### src/rtl/updown_counter_ext.sv
// Parametrised up/down counter with enable, synchronous load and step.
// Wraps or clamps at the range limits, with registered boundary pulse.
module updown_counter_ext #(
    parameter int unsigned       WIDTH     = 32,
    parameter int unsigned       STEP_W    = 8,
    parameter logic [WIDTH-1:0]  RESET_VAL = '0,
    parameter bit                SATURATE  = 1'b0
) (
    input  logic              clock,
    input  logic              reset,
    input  logic              en,
    input  logic              inst,
    input  logic [STEP_W-1:0] step,
    input  logic              load,
    input  logic [WIDTH-1:0]  load_val,
    output logic [WIDTH-1:0]  value,
    output logic              wrapped,
    output logic              at_max,
    output logic              at_min
);

    localparam logic [WIDTH-1:0] MAX_VAL = '1;
    localparam logic [WIDTH-1:0] MIN_VAL = '0;

    logic [WIDTH-1:0] value_q, value_d;
    logic             wrapped_q, wrapped_d;

    logic [WIDTH:0]   step_ext;
    logic [WIDTH:0]   up_sum;
    logic [WIDTH:0]   dn_diff;
    logic             carry;
    logic             borrow;

    // One extra bit exposes carry/borrow of the update.
    assign step_ext = {{(WIDTH + 1 - STEP_W){1'b0}}, step};
    assign up_sum   = {1'b0, value_q} + step_ext;
    assign dn_diff  = {1'b0, value_q} - step_ext;
    assign carry    = up_sum[WIDTH];
    assign borrow   = dn_diff[WIDTH];

    // Next-state selection: load beats count, idle clears the pulse.
    always_comb begin
        value_d   = value_q;
        wrapped_d = 1'b0;
        if (load) begin
            value_d = load_val;
        end else if (en && !inst) begin
            if (carry) begin
                value_d   = SATURATE ? MAX_VAL : up_sum[WIDTH-1:0];
                wrapped_d = 1'b1;
            end else begin
                value_d = up_sum[WIDTH-1:0];
            end
        end else if (en && inst) begin
            if (borrow) begin
                value_d   = SATURATE ? MIN_VAL : dn_diff[WIDTH-1:0];
                wrapped_d = 1'b1;
            end else begin
                value_d = dn_diff[WIDTH-1:0];
            end
        end
    end

    // Value and boundary pulse registers, async reset.
    always_ff @(posedge clock or posedge reset) begin
        if (reset) begin
            value_q   <= RESET_VAL;
            wrapped_q <= 1'b0;
        end else begin
            value_q   <= value_d;
            wrapped_q <= wrapped_d;
        end
    end

    assign value   = value_q;
    assign wrapped = wrapped_q;
    assign at_max  = (value_q == MAX_VAL);
    assign at_min  = (value_q == MIN_VAL);

endmodule

### config.mk
export PLATFORM = sky130hd
export DESIGN_NAME = updown_counter_ext
export DESIGN_NICKNAME = d
export VERILOG_FILES = /design/src/rtl/updown_counter_ext.sv
export SDC_FILE = /design/constraint.sdc
export NUM_CORES = 1
export LEC_CHECK = 0
export ABC_AREA = 1
export CAP_MARGIN = 20
export CORE_ASPECT_RATIO = 1.5
export CORE_MARGIN = 2
export CORE_UTILIZATION = 31
export DETAILED_ROUTE_END_ITERATION = 7
export SYNTH_ARGS = -nofsm -noshare
export SYNTH_HDL_FRONTEND = slang
export SYNTH_SLANG_ARGS = --single-unit
### constraint.sdc
create_clock -name clock -period 1.9 [get_ports clock]
set_clock_uncertainty 0.2 [all_clocks]
set_input_delay 0.475 -clock clock [delete_from_list [all_inputs] [get_ports clock]]
set_output_delay 0.475 -clock clock [all_outputs]
set_load 0.1 [all_outputs]
# Word-level counts from Yosys, hierarchy flattened
# Cells that the tools add are included.
# classes
add_sub_neg	2
n_eq_ne	1
n_mux	8
reduce_logical	5
# op_table
cell	n
$mux W32	3
$add A32 B8 Y33	1
$sub A32 B8 Y33	1
$eq A32 B32 Y1 const B	1
$logic_not A32 Y1	1
$mux W1	5
$reduce_bool A3 Y1	1
$logic_and A1 B1 Y1	2
$logic_not A1 Y1	1
# totals
register_bits	33
inputBits	45
output_inout_bits	35
word_cells	18

# Longest topological paths before layout
# Gate-level depths: netlist (run 1).
# depth
depth_word	5
ltp_mapped	18
depth_no_buf	17

# Least setup slack after synthesis (run 1)
# Ideal clock, no wire load.
# synth_timing
kind	reg2out
from	reg value_q[8], in the netlist value[8]
to	out at_max
arrival_time_ns	3.022
required_ns	1.225
path_slack_ns	-1.797
path_stages_with_launch	5
cell_sequence	dfrtp_1 nand2_1 nor3_4 nand4_1 nor2_1
# synth_between
elab_chain_cells	1
# synth_lines
element	line	text
start, declared	25	logic [WIDTH-1:0] value_q, value_d;
start signal, assigned	70	value_q <= value_d;
$eq A32 B32 Y1	77	assign at_max = (value_q == MAX_VAL);
end, declared	18	output logic at_max,
# Every way passes these cells.

# Final worst setup path (run 1)
# layout_timing
from	reg value_q[17], in the netlist value[17]
to	out at_min
# layout_between
elab_chain_cells	1
# layout_lines
element	line	text
$logic_not A32 Y1	78	assign at_min = (value_q == MIN_VAL);
end, declared	19	output logic at_min
# Every way passes these cells.

==> flow_summary.toml, run 1 <==
[setup_path]
arrival_ns = 1.83
critPathKind = "flop to output port"
worst_setup_path_end_kind = "output port"
r2r_cells = 17
crit_required_ns = 1.22
path_max_fanout = 2
worst_setup_path_start_kind = "flop"

[die]
io_pins = 80
die_h_microns = 143
core-area_sq_um = 12500
fp.dieW_microns = 96.6
die-area_sq_um = 13800
core.rowCount = 50
initial_utilization_pct = 31.9

[sta]
whs_ns = 0.340
finalCritPeriodShare_pct = 132
worstMarginPinSlew_ns = 0.376
hold_viol = 0
finalWorstSetupSlack_ns = -0.607
maxSlewHeadroom_pct = 74.8
maxSlewViolCount = 0
fmax_mhz = 399
finalSetupViolCount = 35
min_period_ns = 2.51
rsz0062_at_grt = "yes"

[clocking]
htree_levels = 2
cts-buffers-inserted = 5
cts.clk_slew.worst_paths_ns = 0.07
clkSinkCount = 33
insertion_delay_ns = 0.30
cts_tree = "yes"
clockRootBuffer = "clkbuf_16"
holdBufCountCts = 0
cts_max_path_buffers = 2

[logic_synthesis]
async_flop_share_pct = 100
postSynthNetCount = 740
yosysTopAreaCellShare_pct = 22.2
synth_cell_types = 38
ys_ff_latch = 33
yosysTopAreaCell = "nand2_1"
synth_area_per_cell_sq_um = 5.89
syn_area_sq_um = 3990
synth-edff-count = 0
yosys.cell_count.top_type = "nand2_1"
yosysSeqAreaShare_pct = 20.7
yosysWarnings = 0
synthFlopType = "dfrtp_1"
syn_inst = 677
synth_common_cells = "nand2_1 (236), inv_1 (86), nor2_1 (70)"
synthTopCellsByArea = "nand2_1 (22%), dfrtp_1 (21%), inv_1 (8.1%)"

[global_route]
grt_pass1_vias = 5829
antenna_found_initial = 0
grt_max_degree = 34
grt_use_total_pct = 28.0
gr-total-overflow = 0
grt_first_pass_wirelength_mm = 30.0

[power]
p_leak_uw = 0.00376
clockPowerShare_pct = 17.6
combinationalPowerShare_pct = 66.3
switchingPower_uw = 2760
netSwitchingFraction_pct = 46.4
power_density_nw_per_um2 = 734
intPower_uw = 3190
ir_worst_vdd_mv = 0.501
seq_power_share_pct = 16.0

[routing]
vias = 5618
dr.pass1.iters = 5
wl_mm = 19.7
wl_per_cell_microns = 18.2
initialDrtViolationCount = 223
antenna_left = 0
drc_errors = 0
viasPerCell = 5.20

[hold_path]
min_path_type = "input pin to async pin"

[placement]
gp_congestion = 0.958
place_area_sq_um = 6820
dp_hpwl_mm = 15.2
place.port_buffers = 79

[outcome]
status = "finished with violations"
violations = "setup timing"

[final_layout]
seq_area_sq_um = 936
nets = 987
drive_above_1_share_pct = 50.8
n_fill_cell = 1074
antenna_cells = 0
finalInstanceArea_sq_um = 8090
syn_to_final_growth_pct = 103
multiInputGateArea_sq_um = 3690

[job]
cap_violations = 0
-- state kept, by name, indices dropped and copies added (netlist names) --
register  count
wrapped       1
value        32
-- worst max-delay path, stage by stage (launching register included) --
cell	delay (ns)
dfrtp_4	0.50
nor2_4	0.14
nand2_2	0.07
nor3_2	0.17
nand2_1	0.12
nor2_4	0.15
and3_4	0.22
buf_12	0.17
-- power groups by stage --
stage	Combinational [uW]	Clock [uW]	Sequential (uW)
4_1_cts	3670	1050	952
3_3_place_gp	3220	0	965
2_1_floorplan	1100	0	1620
5_1_grt	4150	1070	963
6_report	3940	1050	954
3_5_place_dp	3240	0	968
-- cell usage in the layout, fill, tap and decap left out, types with 10 or more instances in the layout --
cell,count
nand3_4,10
inv_2,25
buf_4,135
a22oi_1,27
ha_4,11
nand3_1,25
nand3_2,30
dfrtp_4,28
buf_12,44
nand2_2,40
o21ai_1,12
clkdlybuf4s50_1,36
nand4_1,26
nand2_4,23
nor2_2,12
nor2_4,20
nor2_1,45
nand2_1,179
buf_6,36
inv_1,62
-- final timing paths --
kind                              to  startpoint  slack (ns)
max                           at_min   value[17]       -0.61
min                         value[2]       reset        0.34
max reg2reg                value[30]    value[0]       -0.45
min reg2reg                value[31]   value[31]        0.44
max in group asynchronous  value[23]       reset        0.93
min in group clock         value[31]   value[31]        0.44
-- timing repair --
| action | 4_1_cts | 5_1_grt |
|---|---|---|
| endpoints found under the setup margin | 35 | 38 |
| pin swaps | 82 | 84 |
| gates cloned | 1 | 0 |
| setup buffers | 25 | 13 |
| gates resized for setup | 155 | 85 |
-- stage by stage --
stage | setup TNS [ns] | std cells | util (%) | total power (uW) | setup WS (ns)
finish | -10.71 | 1081 | 64.7 | 5940 | -0.607
global route | -13.69 | 1081 | 64.7 | 6190 | -0.633
CTS | -10.26 | 1073 | 61.7 | 5670 | -0.563
detailed placement | -26.53 | 1044 | 54.5 | 4200 | -0.896
global placement | -25.44 | 1044 | 54.5 | 4180 | -0.868
floorplan | -8.24 | 677 | - | 2730 | -0.577
-- logic make-up after synthesis --
kind of cell	synth area share, %
compound gates	11.9
flops	20.7
buf+inv	11.4
xor+xnor	1.32
fa+ha+maj	6.02
simple gates	48.7
-- cell type report --
cell class              count  share of cell area, %
flip-flops and latches     33                   11.6
inverters                  92                   4.44
well taps                 156                   2.41
multi-input cells         533                   45.6
clock inverters             2                  0.464
repair buffers            259                   33.8
clock buffers               6                   1.72
-- per-layer routing --
| metal | track usage (%) | wire length [microns] | up-vias |
|---|---|---|---|
| met5 | 0 | 0 | - |
| met4 | 17.6 | 1420 | 0 |
| met2 | 55.4 | 10800 | 175 |
| li1 | - | - | 2693 |
| met1 | 27.5 | 6870 | 2667 |
| met3 | 2.55 | 568 | 83 |
No activity file was read; power rests on OpenSTA's default activity.
==> inputs of run 2 (changes only) <==
Settings changed: GPL_ROUTABILITY_DRIVEN set to 0.
==> flow_summary.toml, run 2 (same netlist as run 1, synthesis figures left out) <==
[outcome]
status = "finished with violations"
violations = "setup timing"

[final_layout]
fin_util_pct = 64.2
antenna_cells = 0
largest_reg_flops = 32
drive_above_1_share_pct = 51.6
final_cell_mix = "nand2_1 (170), buf_4 (150), inv_1 (62)"
final_common_cell = "nand2_1"
syn_to_final_growth_pct = 101
nets = 990
n_fill_cell = 1016

[global_route]
grt_first_pass_wirelength_mm = 28.4
grt_use_total_pct = 25.5
grt_max_degree = 34
antenna_found_initial = 0
grt_pass1_vias = 5942
gr-total-overflow = 0

[setup_path]
cp_common_cell = "nor2_4"
critical_path.top_delay_family = "simple AND/OR/NAND/NOR gates"
path_depth = 7
path_max_fanout = 2
worst_setup_path_start_kind = "flop"
worst_setup_path_end_kind = "output port"
crit_path_max_incr_delay_ns = 0.49
reg2reg_to = "value[24]"
rr_startpoint = "value[7]"
cpMaxStageDelayCell = "dfrtp_4"
startpoint = "value[16]"
cp_num_buf_inv = 1
arrival_ns = 1.78
ff2ff_setup_slack_ns = -0.42
critPathKind = "flop to output port"
cp_cell_sequence = "nor2_4 > nand2_2 > nor3_2 > nand2_1 > nor2_4 > and3_4 > buf_12"
crit_required_ns = 1.22
endpoint = "at_min"
r2r_cells = 15

[die]
die_h_microns = 143
io_pins = 80
die-area_sq_um = 13800
core-area_sq_um = 12500
fp.dieW_microns = 96.6
core.rowCount = 50
initial_utilization_pct = 31.9

[sta]
maxSlewViolCount = 0
setup-tns-final_ns = -11.10
finalCritPeriodShare_pct = 129
finalSetupViolCount = 35
min_period_ns = 2.46
hold_viol = 0
maxSlewHeadroom_pct = 73.0
finalWorstSetupSlack_ns = -0.558
fmax_mhz = 407
worstMarginPinSlew_ns = 0.402
rsz0062_at_grt = "yes"

[job]
cap_violations = 0

[routing]
viasPerCell = 5.44
dr.pass1.iters = 5
vias = 5893
wl_mm = 19.3
wl_per_cell_microns = 17.8
drc_errors = 0
antenna_left = 0
initialDrtViolationCount = 397

[power]
ir_worst_vdd_mv = 0.474
power_uw = 5870
p_leak_uw = 0.00376
power_density_nw_per_um2 = 731

[clocking]
insertion_delay_ns = 0.30
cts.clk_slew.worst_paths_ns = 0.07
htree_levels = 2
cts_tree = "yes"
clockRootBuffer = "clkbuf_16"
cts-buffers-inserted = 5
cts_max_path_buffers = 2
holdBufCountCts = 0
clkSinkCount = 33

[placement]
place_ws_ns = -0.954
dp_hpwl_mm = 13.9
place.port_buffers = 79

[hold_path]
min_path_type = "input pin to async pin"
-- run 2: power by group --
group	switching, uW	total [uW]	internal (uW)
clock	355	974	618
sequential	108	948	840
combinational	2270	3950	1680
total	2730	5870	3140
-- run 2: area by class of cell --
cell class              count  area, sq um  area share [%]
repair buffers            262         2720            33.8
multi-input cells         533         3660            45.6
flip-flops and latches     33          936            11.7
well taps                 156          195            2.43
inverters                  92          360            4.49
clock inverters             2         35.0           0.436
clock buffers               6          129            1.60
-- run 2: routing by layer --
| layer | wire (microns) | part of all wire, % | global-route usage [%] | up-vias |
|---|---|---|---|---|
| li1 | - | - | - | 2709 |
| met1 | 6610 | 34 | 25.5 | 2777 |
| met2 | 10200 | 53 | 47.8 | 288 |
| met3 | 855 | 4.4 | 2.74 | 119 |
| met4 | 1580 | 8.2 | 20.0 | 0 |
| met5 | 0 | 0 | 0 | - |
-- run 2: worst min-delay path by stage --
stage                     endpoint      from  slack, ns  depth (start not counted)
after floorplan           value[0]     reset       0.40                          1
after global placement    value[1]  value[1]       0.42                          1
after detailed placement  value[1]  value[1]       0.42                          1
after CTS                 value[1]     reset       0.35                          3
final                     value[1]     reset       0.33                          3
after global routing      value[2]     reset       0.37                          3
-- run 2: worst reg2reg max path, cell delays in order, from the launching register on --
cell     delay [ns]
dfrtp_4        0.48
buf_6          0.13
ha_4           0.31
inv_6          0.06
nand2_4        0.09
inv_1          0.06
a21oi_2        0.16
nand2_4        0.11
buf_12         0.16
buf_4          0.13
nand4_1        0.06
nand2_1        0.05
nand2_1        0.05
nand2_1        0.05
nand2_1        0.05
nand2_1        0.05
-- run 2: timing repair --
action / 4_1_cts / 5_1_grt
endpoints found under the setup margin: 34 / 36
gates resized for setup: 117 / 121
setup buffers: 24 / 21
cloned: 0 / 1
pin swaps: 66 / 82
-- run 2: stage by stage --
| stage | cell area [sq um] | hold slack [ns] | std cells |
|---|---|---|---|
| final | 8030 | 0.327 | 1084 |
| after global routing | 8030 | 0.371 | 1084 |
| after CTS | 7470 | 0.347 | 1068 |
| after detailed placement | 6840 | 0.420 | 1046 |
| after global placement | 6840 | 0.419 | 1046 |
| after floorplan | 4380 | 0.402 | 677 |
==> inputs of run 3 (changes only) <==
Settings changed: CTS_BUF_LIST set to sky130_fd_sc_hd__clkbuf_8, TNS_END_PERCENT set to 100.
==> flow_summary.toml, run 3 (same netlist as run 1, synthesis figures left out) <==
[outcome]
status = "finished with violations"
violations = "setup timing"

[job]
cap_violations = 0

[placement]
dp_hpwl_mm = 13.9
place.port_buffers = 79
numPlacedInstances = 1046

[sta]
rsz0062_at_grt = "yes"
maxSlewHeadroom_pct = 75.4
hold_viol = 0
min_period_ns = 2.51
finalWorstSetupSlack_ns = -0.608
finalCritPeriodShare_pct = 132
whs_ns = 0.300
worstMarginPinSlew_ns = 0.366
fmax_mhz = 399
finalSetupViolCount = 35
maxSlewViolCount = 0

[die]
fp.dieW_microns = 96.6
die-area_sq_um = 13800
core-area_sq_um = 12500
core.rowCount = 50
initial_utilization_pct = 31.9
io_pins = 80
die_h_microns = 143

[routing]
wl_per_cell_microns = 17.3
drc_errors = 0
initialDrtViolationCount = 392
vias = 5808
dr.pass1.iters = 7
viasPerCell = 5.37
wl_mm = 18.7
antenna_left = 0

[clocking]
cts-buffers-inserted = 5
insertion_delay_ns = 0.32
clockRootBuffer = "clkbuf_8"
cts_max_path_buffers = 2
cts_tree = "yes"
htree_levels = 2
cts.clk_slew.worst_paths_ns = 0.09
clkSinkCount = 33

[global_route]
grt_util_met1_pct = 25.2
grt_use_total_pct = 25.5
grt_max_degree = 34
grt_pass1_vias = 5979
grt_first_pass_wirelength_mm = 28.5
grt-busiest-layer = "met2"
met3_usage_pct = 3.03
grtUsageMet2_pct = 47.9
gr-total-overflow = 0
antenna_found_initial = 0

[setup_path]
worst_setup_path_start_kind = "flop"
path_max_fanout = 2
critPathKind = "flop to output port"
worst_setup_path_end_kind = "output port"
arrival_ns = 1.83
crit_required_ns = 1.22

[power]
p_leak_uw = 0.00369
ir_worst_vdd_mv = 0.480
power_density_nw_per_um2 = 699
intPower_uw = 2870
power_uw = 5480
clockPowerShare_pct = 12.9
seq_power_share_pct = 17.2
netSwitchingFraction_pct = 47.6
combinationalPowerShare_pct = 69.8
switchingPower_uw = 2610

[final_layout]
final_cells = 1082
nets = 988
syn_to_final_growth_pct = 96.6
drive_above_1_share_pct = 48.7
final_cell_mix = "nand2_1 (181), buf_4 (147), inv_1 (64)"
multiInputGateArea_sq_um = 3540
largest_reg_flops = 32
antenna_cells = 0
n_fill_cell = 1062
seq_area_sq_um = 936
final_common_cell = "nand2_1"

[hold_path]
min_path_type = "input pin to async pin"
run 3: cell types whose count changed in the layout (fill, tap and decap cells not counted), moves of 3 or more:
cell	previous run	this run
nand2_2	53	41
nand2_1	170	181
clkbuf_16	5	0
clkbuf_8	0	5
nand3_1	30	35
nor2_1	43	48
nor2_4	22	17
nand3_2	25	21
buf_4	150	147
buf_6	24	27
run 3: power by group through the flow:
| stage | clock (uW) | sequential, uW | combinational, uW |
|---|---|---|---|
| after global placement | 0 | 951 | 3190 |
| after CTS | 713 | 942 | 3520 |
| final | 709 | 944 | 3830 |
| after detailed placement | 0 | 956 | 3230 |
| after global routing | 745 | 953 | 4020 |
| after floorplan | 0 | 1620 | 1100 |
run 3: layout make-up:
type / count / share of cell area (%)
well taps: 156 / 2.49
clock inverters: 3 / 0.495
multi-input cells: 532 / 45.2
inverters: 92 / 4.55
clock buffers: 5 / 0.878
flip-flops and latches: 33 / 11.9
repair buffers: 261 / 34.5
run 3: final timing paths:
check | cells after the start | end | slack (ns) | from
worst max-delay path | 7 | at_min | -0.61 | value[16]
worst min-delay path | 3 | value[1] | 0.30 | reset
worst max register to register | 16 | value[16] | -0.51 | value[0]
worst min register to register | 4 | value[31] | 0.46 | value[31]
max in group asynchronous | 3 | value[9] | 0.96 | reset
min in group clock | 4 | value[31] | 0.46 | value[31]
run 3: timing repair:
action                                  4_1_cts  5_1_grt
setup buffers                                17       17
pin swaps                                    63       70
hold buffers                                  0        0
resized for setup                           121       80
endpoints found under the setup margin       35       36
run 3: critical path, stage by stage, from the launching register on:
cell	delay, ns
dfrtp_4	0.50
nor2_4	0.13
nand2_2	0.06
nor3_2	0.18
nand2_1	0.11
nor2_4	0.15
and3_4	0.22
buf_12	0.17
run 3: per-layer routing:
metal	routed length, microns	up-vias	share of wire (%)
met5	0	-	0
met2	9910	256	53
li1	-	2705	-
met1	6390	2739	34
met4	1590	0	8.5
met3	781	108	4.2
run 3: through the flow:
step / cell area [sq um] / TNS (ns) / setup WS, ns / utilization (%)
2_1_floorplan: 4380 / -8.24 / -0.577 / -
3_3_place_gp: 6840 / -24.80 / -0.885 / 54.6
3_5_place_dp: 6840 / -26.63 / -0.954 / 54.6
4_1_cts: 7450 / -9.08 / -0.557 / 59.6
5_1_grt: 7840 / -15.91 / -0.671 / 62.7
6_report: 7840 / -12.62 / -0.608 / 62.7
